**src/rtl/trng_modp_gen_pkg.sv**
```systemverilog
// Shared definitions for the modular-range TRNG: FSM state encoding and default modulus.
package trng_modp_gen_pkg;

    typedef enum logic [1:0] {
        ST_IDLE,
        ST_COLLECT,
        ST_CHECK,
        ST_WAIT
    } state_e;

    localparam logic [255:0] P_DEFAULT =
        256'hffffffff00000001000000000000000000000000ffffffffffffffffffffffff;

endpackage

```
**src/rtl/trng_health_rct.sv**
```systemverilog
// Repetition-count health test: trips a sticky fault after RCT_LIMIT identical raw bits in a row.
module trng_health_rct #(
    parameter int unsigned RCT_LIMIT = 32
) (
    input  logic clk,
    input  logic rst,
    input  logic bit_i,
    input  logic valid_i,
    output logic fault_o
);
    localparam int unsigned CW = $clog2(RCT_LIMIT + 1);

    logic [CW-1:0] run_q, run_d;
    logic          last_q, last_d;
    logic          fault_q, fault_d;

    // NOTE: every combinational output gets a default first so no path leaves it unassigned (no latch).
    always_comb begin
        run_d   = run_q;
        last_d  = last_q;
        fault_d = fault_q;
        if (valid_i && !fault_q) begin
            last_d = bit_i;
            // run_q == 0 means no bit seen yet since reset
            if (run_q != '0 && bit_i == last_q) run_d = run_q + 1'b1;
            else                                run_d = CW'(1);
            if (run_d == CW'(RCT_LIMIT)) fault_d = 1'b1;
        end
    end

    // NOTE: state registers use non-blocking assignments so all flops update together at the edge.
    always_ff @(posedge clk or posedge rst) begin
        if (rst) begin
            run_q   <= '0;
            last_q  <= 1'b0;
            fault_q <= 1'b0;
        end else begin
            run_q   <= run_d;
            last_q  <= last_d;
            fault_q <= fault_d;
        end
    end

    assign fault_o = fault_q;

endmodule

```
**src/rtl/trng_modp_gen.sv**
```systemverilog
// TRNG producing uniform values in [0, P-1]: debias, W-bit assembly, rejection sampling, word-wise readout.
module trng_modp_gen
    import trng_modp_gen_pkg::*;
#(
    parameter int unsigned    W         = 256,
    parameter int unsigned    WORD      = 32,
    parameter logic [W-1:0]   P         = P_DEFAULT[W-1:0],
    parameter bit             DEBIAS    = 1'b1,
    parameter int unsigned    RCT_LIMIT = 32,
    localparam int unsigned   NW        = W / WORD,
    localparam int unsigned   AW        = (NW > 1) ? $clog2(NW) : 1
) (
    input  logic            clk,
    input  logic            rst,
    input  logic            en_i,
    input  logic            ent_bit_i,
    input  logic            ent_valid_i,
    input  logic            rd_en_i,
    input  logic [AW-1:0]   rd_addr_i,
    output logic [WORD-1:0] rd_data_o,
    output logic            rdy_o,
    output logic            fault_o,
    output logic [15:0]     rej_cnt_o
);
    localparam int unsigned CW = $clog2(W + 1);

    state_e          state_q, state_d;
    logic [W-1:0]    sr_q, sr_d;
    logic [CW-1:0]   cnt_q, cnt_d;
    logic            pair_q, pair_d;
    logic            pbit_q, pbit_d;
    logic [W-1:0]    hold_q, hold_d;
    logic            rdy_q, rdy_d;
    logic [WORD-1:0] rd_data_q, rd_data_d;
    logic [15:0]     rej_q, rej_d;

    logic fault;
    logic db_valid, db_bit;
    logic rd_ok, consume, buf_free;

    trng_health_rct #(.RCT_LIMIT(RCT_LIMIT)) u_rct (
        .clk     (clk),
        .rst     (rst),
        .bit_i   (ent_bit_i),
        .valid_i (ent_valid_i),
        .fault_o (fault)
    );

    // Von Neumann pairing only while collecting; a half pair survives valid gaps.
    always_comb begin
        pair_d   = pair_q;
        pbit_d   = pbit_q;
        db_valid = 1'b0;
        db_bit   = 1'b0;
        if (state_q != ST_COLLECT) begin
            pair_d = 1'b0;
        end else if (ent_valid_i) begin
            if (!DEBIAS) begin
                db_valid = 1'b1;
                db_bit   = ent_bit_i;
            end else if (!pair_q) begin
                pair_d = 1'b1;
                pbit_d = ent_bit_i;
            end else begin
                pair_d = 1'b0;
                if (pbit_q != ent_bit_i) begin
                    db_valid = 1'b1;
                    db_bit   = pbit_q;
                end
            end
        end
    end

    assign rd_ok    = rd_en_i && rdy_q && !fault;
    assign consume  = rd_ok && (rd_addr_i == AW'(NW - 1));
    assign buf_free = !rdy_q || consume;

    always_comb begin
        state_d   = state_q;
        sr_d      = sr_q;
        cnt_d     = cnt_q;
        hold_d    = hold_q;
        rdy_d     = rdy_q;
        rej_d     = rej_q;
        rd_data_d = rd_data_q;

        if (rd_ok) rd_data_d = hold_q[32'(rd_addr_i) * WORD +: WORD];
        if (consume) rdy_d = 1'b0;

        if (fault || !en_i) begin
            state_d = ST_IDLE;
            sr_d    = '0;
            cnt_d   = '0;
        end else begin
            unique case (state_q)
                ST_IDLE: state_d = ST_COLLECT;
                ST_COLLECT: begin
                    if (db_valid) begin
                        sr_d  = {sr_q[W-2:0], db_bit};
                        cnt_d = cnt_q + 1'b1;
                        if (cnt_q == CW'(W - 1)) state_d = ST_CHECK;
                    end
                end
                ST_CHECK: begin
                    cnt_d   = '0;
                    state_d = ST_COLLECT;
                    if (sr_q >= P) begin
                        if (rej_q != 16'hFFFF) rej_d = rej_q + 16'd1;
                    end else if (buf_free) begin
                        hold_d = sr_q;
                        rdy_d  = 1'b1;
                    end else begin
                        state_d = ST_WAIT;
                    end
                end
                ST_WAIT: begin
                    if (buf_free) begin
                        hold_d  = sr_q;
                        rdy_d   = 1'b1;
                        state_d = ST_COLLECT;
                    end
                end
                default: state_d = ST_IDLE;
            endcase
        end

        if (fault) rdy_d = 1'b0;
    end

    // NOTE: the hold buffer is a plain register, so it is reset along with everything else.
    always_ff @(posedge clk or posedge rst) begin
        if (rst) begin
            state_q   <= ST_IDLE;
            sr_q      <= '0;
            cnt_q     <= '0;
            pair_q    <= 1'b0;
            pbit_q    <= 1'b0;
            hold_q    <= '0;
            rdy_q     <= 1'b0;
            rd_data_q <= '0;
            rej_q     <= '0;
        end else begin
            state_q   <= state_d;
            sr_q      <= sr_d;
            cnt_q     <= cnt_d;
            pair_q    <= pair_d;
            pbit_q    <= pbit_d;
            hold_q    <= hold_d;
            rdy_q     <= rdy_d;
            rd_data_q <= rd_data_d;
            rej_q     <= rej_d;
        end
    end

    assign rd_data_o = rd_data_q;
    assign rdy_o     = rdy_q && !fault;
    assign fault_o   = fault;
    assign rej_cnt_o = rej_q;

endmodule
```
**config.mk**
```make
export PLATFORM = sky130hd
export DESIGN_NAME = trng_modp_gen
export DESIGN_NICKNAME = d
export VERILOG_FILES = /design/src/rtl/trng_modp_gen_pkg.sv /design/src/rtl/trng_health_rct.sv /design/src/rtl/trng_modp_gen.sv
export SDC_FILE = /design/constraint.sdc
export NUM_CORES = 1
export LEC_CHECK = 0
export ABC_AREA = 1
export BUFFER_PORTS_ARGS = -buffer_cell sky130_fd_sc_hd__buf_2
export CORE_MARGIN = 8
export CORE_UTILIZATION = 64
export CTS_CLUSTER_SIZE = 20
export DETAILED_ROUTE_END_ITERATION = 8
export GPL_ROUTABILITY_DRIVEN = 0
export GPL_TIMING_DRIVEN = 1
export PLACE_DENSITY_LB_ADDON = 0.15
export SLEW_MARGIN = 10
export SYNTH_ARGS = -nofsm -noshare
export SYNTH_HDL_FRONTEND = slang
export SYNTH_SLANG_ARGS = --single-unit
```
**constraint.sdc**
```tcl
create_clock -name clk -period 52.1 [get_ports clk]
set_input_delay 0 -clock clk [delete_from_list [all_inputs] [get_ports clk]]
set_output_delay 0 -clock clk [all_outputs]
set_load 0.005 [all_outputs]
```
# After elaboration in Yosys (flattened, before gate mapping)
# Cells that the tools add are included.
[word_totals]
register_bits = 582
latchBits = 0
ram_bits = 0
rom_bits = 0
input_bits = 9
wordCells = 94
mem_count = 0
[op_classes]
n_addsub = 3
n_mul = 0
n_div = 0
order_cmp = 1
n_eq_ne = 14
shift = 1
muxes = 35
bitwise_logic = 3
reduce_logical = 25
[ops]
columns = ["operator", "n"]
rows = [
  ["256-bit two-way mux", 5],
  ["256-bit case mux with 2 select lines", 1],
  ["256-bit >= comparator, second input constant", 1],
  ["256-bit by 9-bit variable part select with 32-bit output", 1],
  ["9-bit two-way mux", 2],
  ["9-bit case mux with 2 select lines", 1],
  ["16-bit by 1-bit adder with 16-bit output, second input constant", 1],
  ["1-bit two-way mux", 16],
  ["16-bit != test, second input constant", 1],
  ["2-bit two-way mux", 6],
  ["6-bit two-way mux", 2],
  ["9-bit by 1-bit adder with 9-bit output, second input constant", 1],
  ["9-bit by 8-bit equality test with 1-bit output, second input constant", 1],
  ["3-bit != test, second input constant", 3],
  ["3-bit AND reduction", 3],
  ["2-bit case mux with 4 select lines", 1],
  ["2-bit nonzero test", 4],
  ["6-bit by 1-bit adder with 6-bit output, second input constant", 1],
  ["6-bit equality test, second input constant", 1],
  ["1-bit logical AND", 6],
  ["2-bit AND reduction", 3],
  ["6-bit nonzero test", 1],
  ["2-bit equality test, second input constant", 2],
  ["4-bit AND reduction", 1],
  ["other kinds (12)", 17],
]

# Logic depth before layout (Yosys ltp)
# Gate-level depths: netlist (run 1).
[logic_depth]
word_depth = 9
ltp_mapped = 16
mapped_depth_nobuf = 14

# Cells and area by module
# Synthesis (run 1) repeated with hierarchy kept, for this count alone.
[unflattened]
hier_cells = 2969
hier_area_um2 = 26786.9
[by_module_without_submodules]
columns = ["module", "n_inst", "cells_per_inst", "area_per_inst_um2"]
rows = [
  ["trng_modp_gen", 1, 2900, 26257.7],
  ["trng_health_rct", 1, 69, 529.3],
]

# Least setup slack after synthesis (run 1)
# No wires, ideal clock.
[synth_timing]
path_kind = "register -> register"
from = "register state_q[0]"
to = "register hold_q[204]"
arrival_time_ps = 1829
slack_ps = 50205
stages_incl_launch_ff = 10
n_path_buf = 3
period_less_slack_ps = 1895
path_cell_list = "dfrtp_1 > inv_1 > ha_1 > buf_2 > inv_1 > a211oi_4 > buf_2 > buf_1 > nand3_1 > nand2_1"
[synth_via]
elab_chain_len = 3
elab_cells_between_ends = 6
[synth_rtl]
columns = ["element", "line", "source"]
rows = [
  ["start, declared", "trng_modp_gen.sv:27", "state_e state_q, state_d;"],
  ["start signal, assigned", "trng_modp_gen.sv:143", "state_q <= state_d;"],
  ["2-bit equality test", "trng_modp_gen.sv:95", "unique case (state_q)"],
  ["2-bit != test (no line) / 2-bit nonzero test (equally long branches)", "-", ""],
  ["3-bit AND reduction (no line)", "-", ""],
  ["end signal, assigned", "trng_modp_gen.sv:148", "hold_q <= hold_d;"],
  ["end, declared", "trng_modp_gen.sv:32", "logic [W-1:0] hold_q, hold_d;"],
]
# Parallel ways exist; a longest one is shown, timed or not.
# A chain may end at the register's enable or synchronous reset.

# Worst setup path in the final report (run 1)
[layout_timing]
from = "register u_rct.fault_q (netlist: u_rct.fault_o)"
to = "register hold_q[213]"
[layout_via]
elab_chain_len = 7
elab_cells_between_ends = 10
[layout_rtl]
columns = ["element", "line", "source"]
rows = [
  ["start, declared", "trng_health_rct.sv:15", "logic fault_q, fault_d;"],
  ["start signal, assigned", "trng_health_rct.sv:40", "fault_q <= fault_d;"],
  ["1-bit zero test", "trng_modp_gen.sv:74", "assign rd_ok = rd_en_i && rdy_q && !fault;"],
  ["1-bit logical AND", "trng_modp_gen.sv:74", ""],
  ["1-bit logical AND", "trng_modp_gen.sv:75", "assign consume = rd_ok && (rd_addr_i == AW'(NW - 1));"],
  ["1-bit logical OR", "trng_modp_gen.sv:76", "assign buf_free = !rdy_q || consume;"],
  ["256-bit two-way mux (2 in series)", "-", ""],
  ["256-bit case mux with 2 select lines", "-", ""],
]
# Parallel ways exist; a longest one is shown, timed or not. The select of a mux whose other input is x is not followed.

==> flow_summary.yaml, run 1 <==
synth:
  syn_area_um2: 25600
  ys_seq_area_share_pct: 56.8
  synth_edf_count: 0
  ys_async_sr_fraction_pct: 100
  synthCells: 2986
  synth_flop_cell: "dfrtp_1"
  synth.distinct_cells: 34
  ys_seq_elements: 582
  syn-num-nets: 3004
  yosys_warnings: 0
  postSynthAreaPerCell_um2: 8.58
clock_network:
  cts_resized: 0
  clk_latency_ns: 0.62
  numCtsBuffers: 59
  h-tree-depth: 2
  cts_buffer_depth: 3
  holdBufCountCts: 6
  cts_setup_buffers: 0
  root_buffer: "clkbuf_16"
  clkTransAtPathRegs_ns: 0.06
  cts_tree: "built"
  cts.sinks: 582
routing:
  wirelength_um: 65700
  vias: 21000
  detail_route.first_pass.iterations: 6
  viasPerCell: 6.00
  drt_iter0_markers: 2242
  antenna_left: 0
  wl_per_cell_um: 18.8
  drc: 0
sta:
  fin_crit_ns: 5.09
  finClkSkew_ns: 0.0164
  drv_slew: 0
  setup_viol_count_final: 0
  clock.fmax_mhz: 196
  hold_viol: 0
  worst_slew_pin_slew_ns: 1.18
  relSlewSlack_pct: 21.5
  rsz0062_at_grt: "no"
  tns_ns: 0
  layout_worst_path_cycle_share_pct: 9.77
floorplanning:
  start_util_pct: 64.6
  dieArea_um2: 46700
  io_pins: 59
  core-area_um2: 39600
  die_w_um: 216
  rows: 73
  die_h_um: 216
power_and_ir_drop:
  power.density_nw_per_um2: 32.8
  power_leakage_nw: 13.4
  ir_drop_v: 0.0000258
global_route:
  globalRouteOverflowTotal: 0
  grt_max_degree: 181
  grt_pass1_wl_um: 107000
  antenna_found_initial: 0
  grt_pass1_vias: 20600
  track_usage_pct: 27.9
flow_run:
  max_cap_viol_count: 0
outcome:
  status: "finished, final reports clean"
worst_setup_path:
  path_cells: "nor2_4 -> buf_4 -> a41oi_1 -> a211oi_4 -> buf_4 -> buf_4 -> buf_4 -> nand3_1 -> nand2_1"
  crit_family: "buffers and inverters"
  crit_buf_inv: 4
  path_common_cell: "buf_4"
  critPathKind: "register to register"
  slowest_stage: "buf_4"
  worstSetupEndpointType: "register"
  cp.arrival_ns: 5.64
  startpoint_type: "register"
  cp_max_fo: 101
  required_ns: 52.65
  max_stage_delay_ns: 0.99
placed_design:
  placed_area_um2: 25800
  dp_cells: 3387
  portBuffers: 58
  hpwl_um: 39100
finish:
  final_common_cell: "nand2_1"
  antenna_cells: 0
  final_cell_mix: "nand2_1, dfrtp_1, o22ai_1"
  area_delta_synth_final_pct: 8.58
  layout.cells.non_filler: 3499
  finalNetCount: 2947
  multi_input_area_um2: 8980
  layout-drive-gt1-share_pct: 6.25
  fill_cells: 3068
  regArea_um2: 14600
  stdcell_area_um2: 27800
worst_hold_path:
  hold_class: "input port to async pin"
-- sequential cells by signal, indices dropped and copies added, names as in the netlist --
| signal | count |
|---|---|
| pair_q | 1 |
| hold_q | 256 |
| rdy_q | 1 |
| u_rct.run_q | 6 |
| u_rct.fault_o | 1 |
| rej_cnt_o | 16 |
| rd_data_o | 32 |
| sr_q | 256 |
| cnt_q | 9 |
| pbit_q | 1 |
| state_q | 2 |
| u_rct.last_q | 1 |
-- path summary, 6_finish.rpt --
kind                                from      endpoint  slack (ns)  depth (start not counted)
max in group asynchronous            rst  rej_cnt_o[9]       49.62                          5
min                                  rst   hold_q[110]        0.08                          3
min in group clk            rd_addr_i[0]  rd_data_o[5]        0.25                          5
max reg2reg                u_rct.fault_o   hold_q[213]       47.01                          9
max                        u_rct.fault_o   hold_q[213]       47.01                          9
min reg2reg                   hold_q[34]    hold_q[34]        0.46                          2
-- area by class of cell --
cell class              count  share of cell area [%]
inverters                 296                    4.05
clock inverters            22                    1.09
multi-input cells        1905                    32.3
well taps                 525                    2.36
flip-flops and latches    582                    52.3
clock buffers              84                    6.00
repair buffers             85                    1.88
-- routing by layer --
| metal | vias to the layer above | GRT usage (%) | share of wire (%) | wire length (um) |
|---|---|---|---|---|
| met5 | - | 0 | 0 | 0 |
| met4 | 0 | 10.2 | 3.2 | 2130 |
| met3 | 141 | 4.33 | 7.0 | 4590 |
| met2 | 746 | 45.0 | 48 | 31300 |
| met1 | 10400 | 38.4 | 42 | 27700 |
| li1 | 9750 | - | - | - |
-- worst register-to-register path: cells and delay by family (launching register included) --
family          cells  cell delay, ns
simple gates        3            0.51
compound gates      2            0.83
buf+inv             4            3.25
flops               1            0.44
-- Yosys cell counts, types with 7 or more instances --
master    number  share of area, %
nand2_1      746                11
dfrtp_1      582                57
o22ai_1      320               7.8
inv_1        292               4.3
nand3_1      286               5.6
nor2_1       275               4.0
o21ai_0      142               2.8
clkbuf_1     125               1.8
nand4_1       40              0.98
a31oi_1       33              0.81
buf_2         33              0.64
buf_6         23               1.0
buf_1         15              0.22
xor2_1        11              0.38
ha_1           9              0.44
nor3_1         9              0.18
a21oi_1        8              0.16
buf_4          7              0.21
xnor2_1        7              0.24
-- stage by stage --
stage               util, %  power [W]  hold WS, ns  worst slack (ns)
floorplan                 -   0.000478        0.104             35.82
global placement       65.1   0.000486        0.226             47.30
detailed placement     65.1   0.000486        0.228             47.20
CTS                    70.2   0.000916        0.135             47.18
global route           70.2   0.000937        0.154             46.73
finish                 70.2   0.000912       0.0760             47.01
-- power by group --
group	internal [W]	switching, W	total (W)	leakage [nW]
clock	0.000257	0.000177	0.000434	0.973
combinational	0.00000539	0.0000211	0.0000265	4.33
sequential	0.000452	0	0.000452	8.10
total	0.000714	0.000198	0.000912	13.4
-- logic make-up (layout without fill, tap and decap cells) --
kind of cell	Yosys count	after routing	share of synthesized area [%]
fa+ha+maj	9	9	0.439
buf+inv	499	487	8.25
simple gates	1365	1365	22.0
flops	582	582	56.8
compound gates	513	513	11.9
xor+xnor	18	18	0.615
Power figures use the tool's default switching activity.
==> run 2, diff against run 1 <==
--- a/config.mk
+++ b/config.mk
@@ -8,7 +8,7 @@
 export ABC_AREA = 1
 export BUFFER_PORTS_ARGS = -buffer_cell sky130_fd_sc_hd__buf_2
 export CORE_MARGIN = 8
-export CORE_UTILIZATION = 64
+export CORE_UTILIZATION = 57
 export CTS_CLUSTER_SIZE = 20
 export DETAILED_ROUTE_END_ITERATION = 8
 export GPL_ROUTABILITY_DRIVEN = 0
==> constraint.sdc (replaced) <==
create_clock -name clk -period 4.3 [get_ports clk]
set_input_delay 0 -clock clk [delete_from_list [all_inputs] [get_ports clk]]
set_output_delay 0 -clock clk [all_outputs]
set_load 0.005 [all_outputs]
==> run 2 against run 1 <==
- count of clock-buffer cells in the layout grew 9
- fmax grew 47%
- largest cell class unchanged
- critical path type unchanged
- sequential power grew to 12 times the previous value
- clock skew grew 0.0024 ns
- register-to-register slack lost 46 ns
- combinational power grew to 12 times the previous value
- final area grew 1.5%
==> flow_summary.yaml, run 2 (same netlist as run 1, synthesis figures left out) <==
sta:
  relSlewSlack_pct: 3.83
  fin_ws_ns: 0.825
  hold_ws_ns: 0.0609
  clock.fmax_mhz: 288
  setup_viol_count_final: 0
  hold_viol: 0
  worst_slew_pin_slew_ns: 1.44
  fin_crit_ns: 3.48
  layout_worst_path_cycle_share_pct: 80.8
  rsz0062_at_grt: "no"
  drv_slew: 0
  finClkSkew_ns: 0.0188
worst_setup_path:
  crit_buf_inv: 2
  worstSetupEndpointType: "register"
  path_common_cell: "nand2_1"
  cp_max_fo: 256
  cp.arrival_ns: 4.03
  slowest_stage: "buf_12"
  critPathKind: "register to register"
  path_cells: "inv_1 -> nand3_1 -> nor2_1 -> nand2_1 -> nor2_1 -> nand2_1 -> a21oi_1 -> nand2_2 -> nand2_8 -> buf_12 -> nand3_1 -> nand2_1"
  startpoint_type: "register"
  max_stage_delay_ns: 0.68
  crit_family: "simple AND/OR/NAND/NOR gates"
  required_ns: 4.85
clock_network:
  cts_resized: 0
  h-tree-depth: 2
  numCtsBuffers: 60
  cts_setup_buffers: 0
  holdBufCountCts: 6
  cts_buffer_depth: 3
  cts.sinks: 582
  clkTransAtPathRegs_ns: 0.06
  cts_tree: "built"
  clk_latency_ns: 0.62
  root_buffer: "clkbuf_16"
placed_design:
  hpwl_um: 40100
  pre_cts_ws_ns: 1.10
  dp_cells: 3463
  portBuffers: 58
finish:
  layout.cells.non_filler: 3578
  layout-drive-gt1-share_pct: 6.76
  finalNetCount: 2957
  area_delta_synth_final_pct: 10.2
  antenna_cells: 0
  fin_util_pct: 63.7
  final_common_cell: "nand2_1"
  final_cell_mix: "nand2_1, dfrtp_1, o22ai_1"
routing:
  drt_iter0_markers: 2329
  wl_per_cell_um: 18.7
  drc: 0
  wirelength_um: 66800
  viasPerCell: 5.84
  vias: 20900
  antenna_left: 0
  detail_route.first_pass.iterations: 6
global_route:
  grt_pass1_vias: 20900
  track_usage_pct: 25.1
  antenna_found_initial: 0
  globalRouteOverflowTotal: 0
  grt_max_degree: 257
  grt_pass1_wl_um: 108000
floorplanning:
  dieArea_um2: 52000
  die_h_um: 228
  start_util_pct: 57.8
  die_w_um: 228
  io_pins: 59
  rows: 77
  core-area_um2: 44300
power_and_ir_drop:
  power_w: 0.0113
  ir_drop_v: 0.000299
  power.density_nw_per_um2: 399
  power_leakage_nw: 13.6
outcome:
  status: "finished, final reports clean"
worst_hold_path:
  hold_class: "input port to register"
flow_run:
  max_cap_viol_count: 0
==> run 2: cell count changes in the layout (fill, tap and decap cells not counted), sizes merged <==
cell / previous run / this run
buf: 79 / 88
clkinv: 11 / 9
clkbuf: 84 / 93
bufinv: 7 / 6
inv: 299 / 296
==> run 2: area by class of cell <==
class | count | area [um^2]
clock buffer | 93 | 1850
clock inverter | 16 | 245
fill | 3773 | 16100
inverter | 296 | 1120
multi-input combinational | 1905 | 8980
sequential | 582 | 14600
tap | 592 | 741
timing repair buffer | 94 | 728
==> run 2: routing by layer <==
layer	GRT usage [%]	share of wire, %	up-vias
li1	-	-	9789
met1	33.7	43	10300
met2	41.5	48	662
met3	3.88	5.8	143
met4	8.88	2.9	0
met5	0	0	-
==> run 2: metrics by stage <==
step                      cell area [um^2]  setup TNS (ns)
after detailed placement             26100               0
final                                28200               0
after floorplan                      25600        -2113.50
after global placement               26100               0
after global routing                 28200               0
after CTS                            28200               0
==> run 2: final timing paths <==
| path | endpoint | start | cells past startpoint | slack (ns) |
|---|---|---|---|---|
| setup / recovery | hold_q[31] | sr_q[128] | 12 | 0.82 |
| hold / removal | rd_data_o[5] | rd_addr_i[0] | 5 | 0.06 |
| max in group asynchronous | sr_q[5] | rst | 4 | 2.87 |
| setup reg to reg | hold_q[31] | sr_q[128] | 12 | 0.82 |
| hold reg to reg | hold_q[37] | hold_q[37] | 2 | 0.46 |
| min in group asynchronous | hold_q[23] | rst | 3 | 0.15 |
==> run 2: power by group <==
group	total, W	internal [W]	leakage (nW)	switching, W
Clock	0.00545	0.00329	1.04	0.00216
Combinational	0.000329	0.0000707	4.43	0.000258
Sequential	0.00548	0.00548	8.10	0
Total	0.0113	0.00884	13.6	0.00242
==> run 2: worst register-to-register path, delay by kind of cell, from the launching register on <==
kind / cells / cell delay, ns
buf+inv: 2 / 0.80
flops: 1 / 0.38
compound gates: 1 / 0.30
simple gates: 9 / 1.92
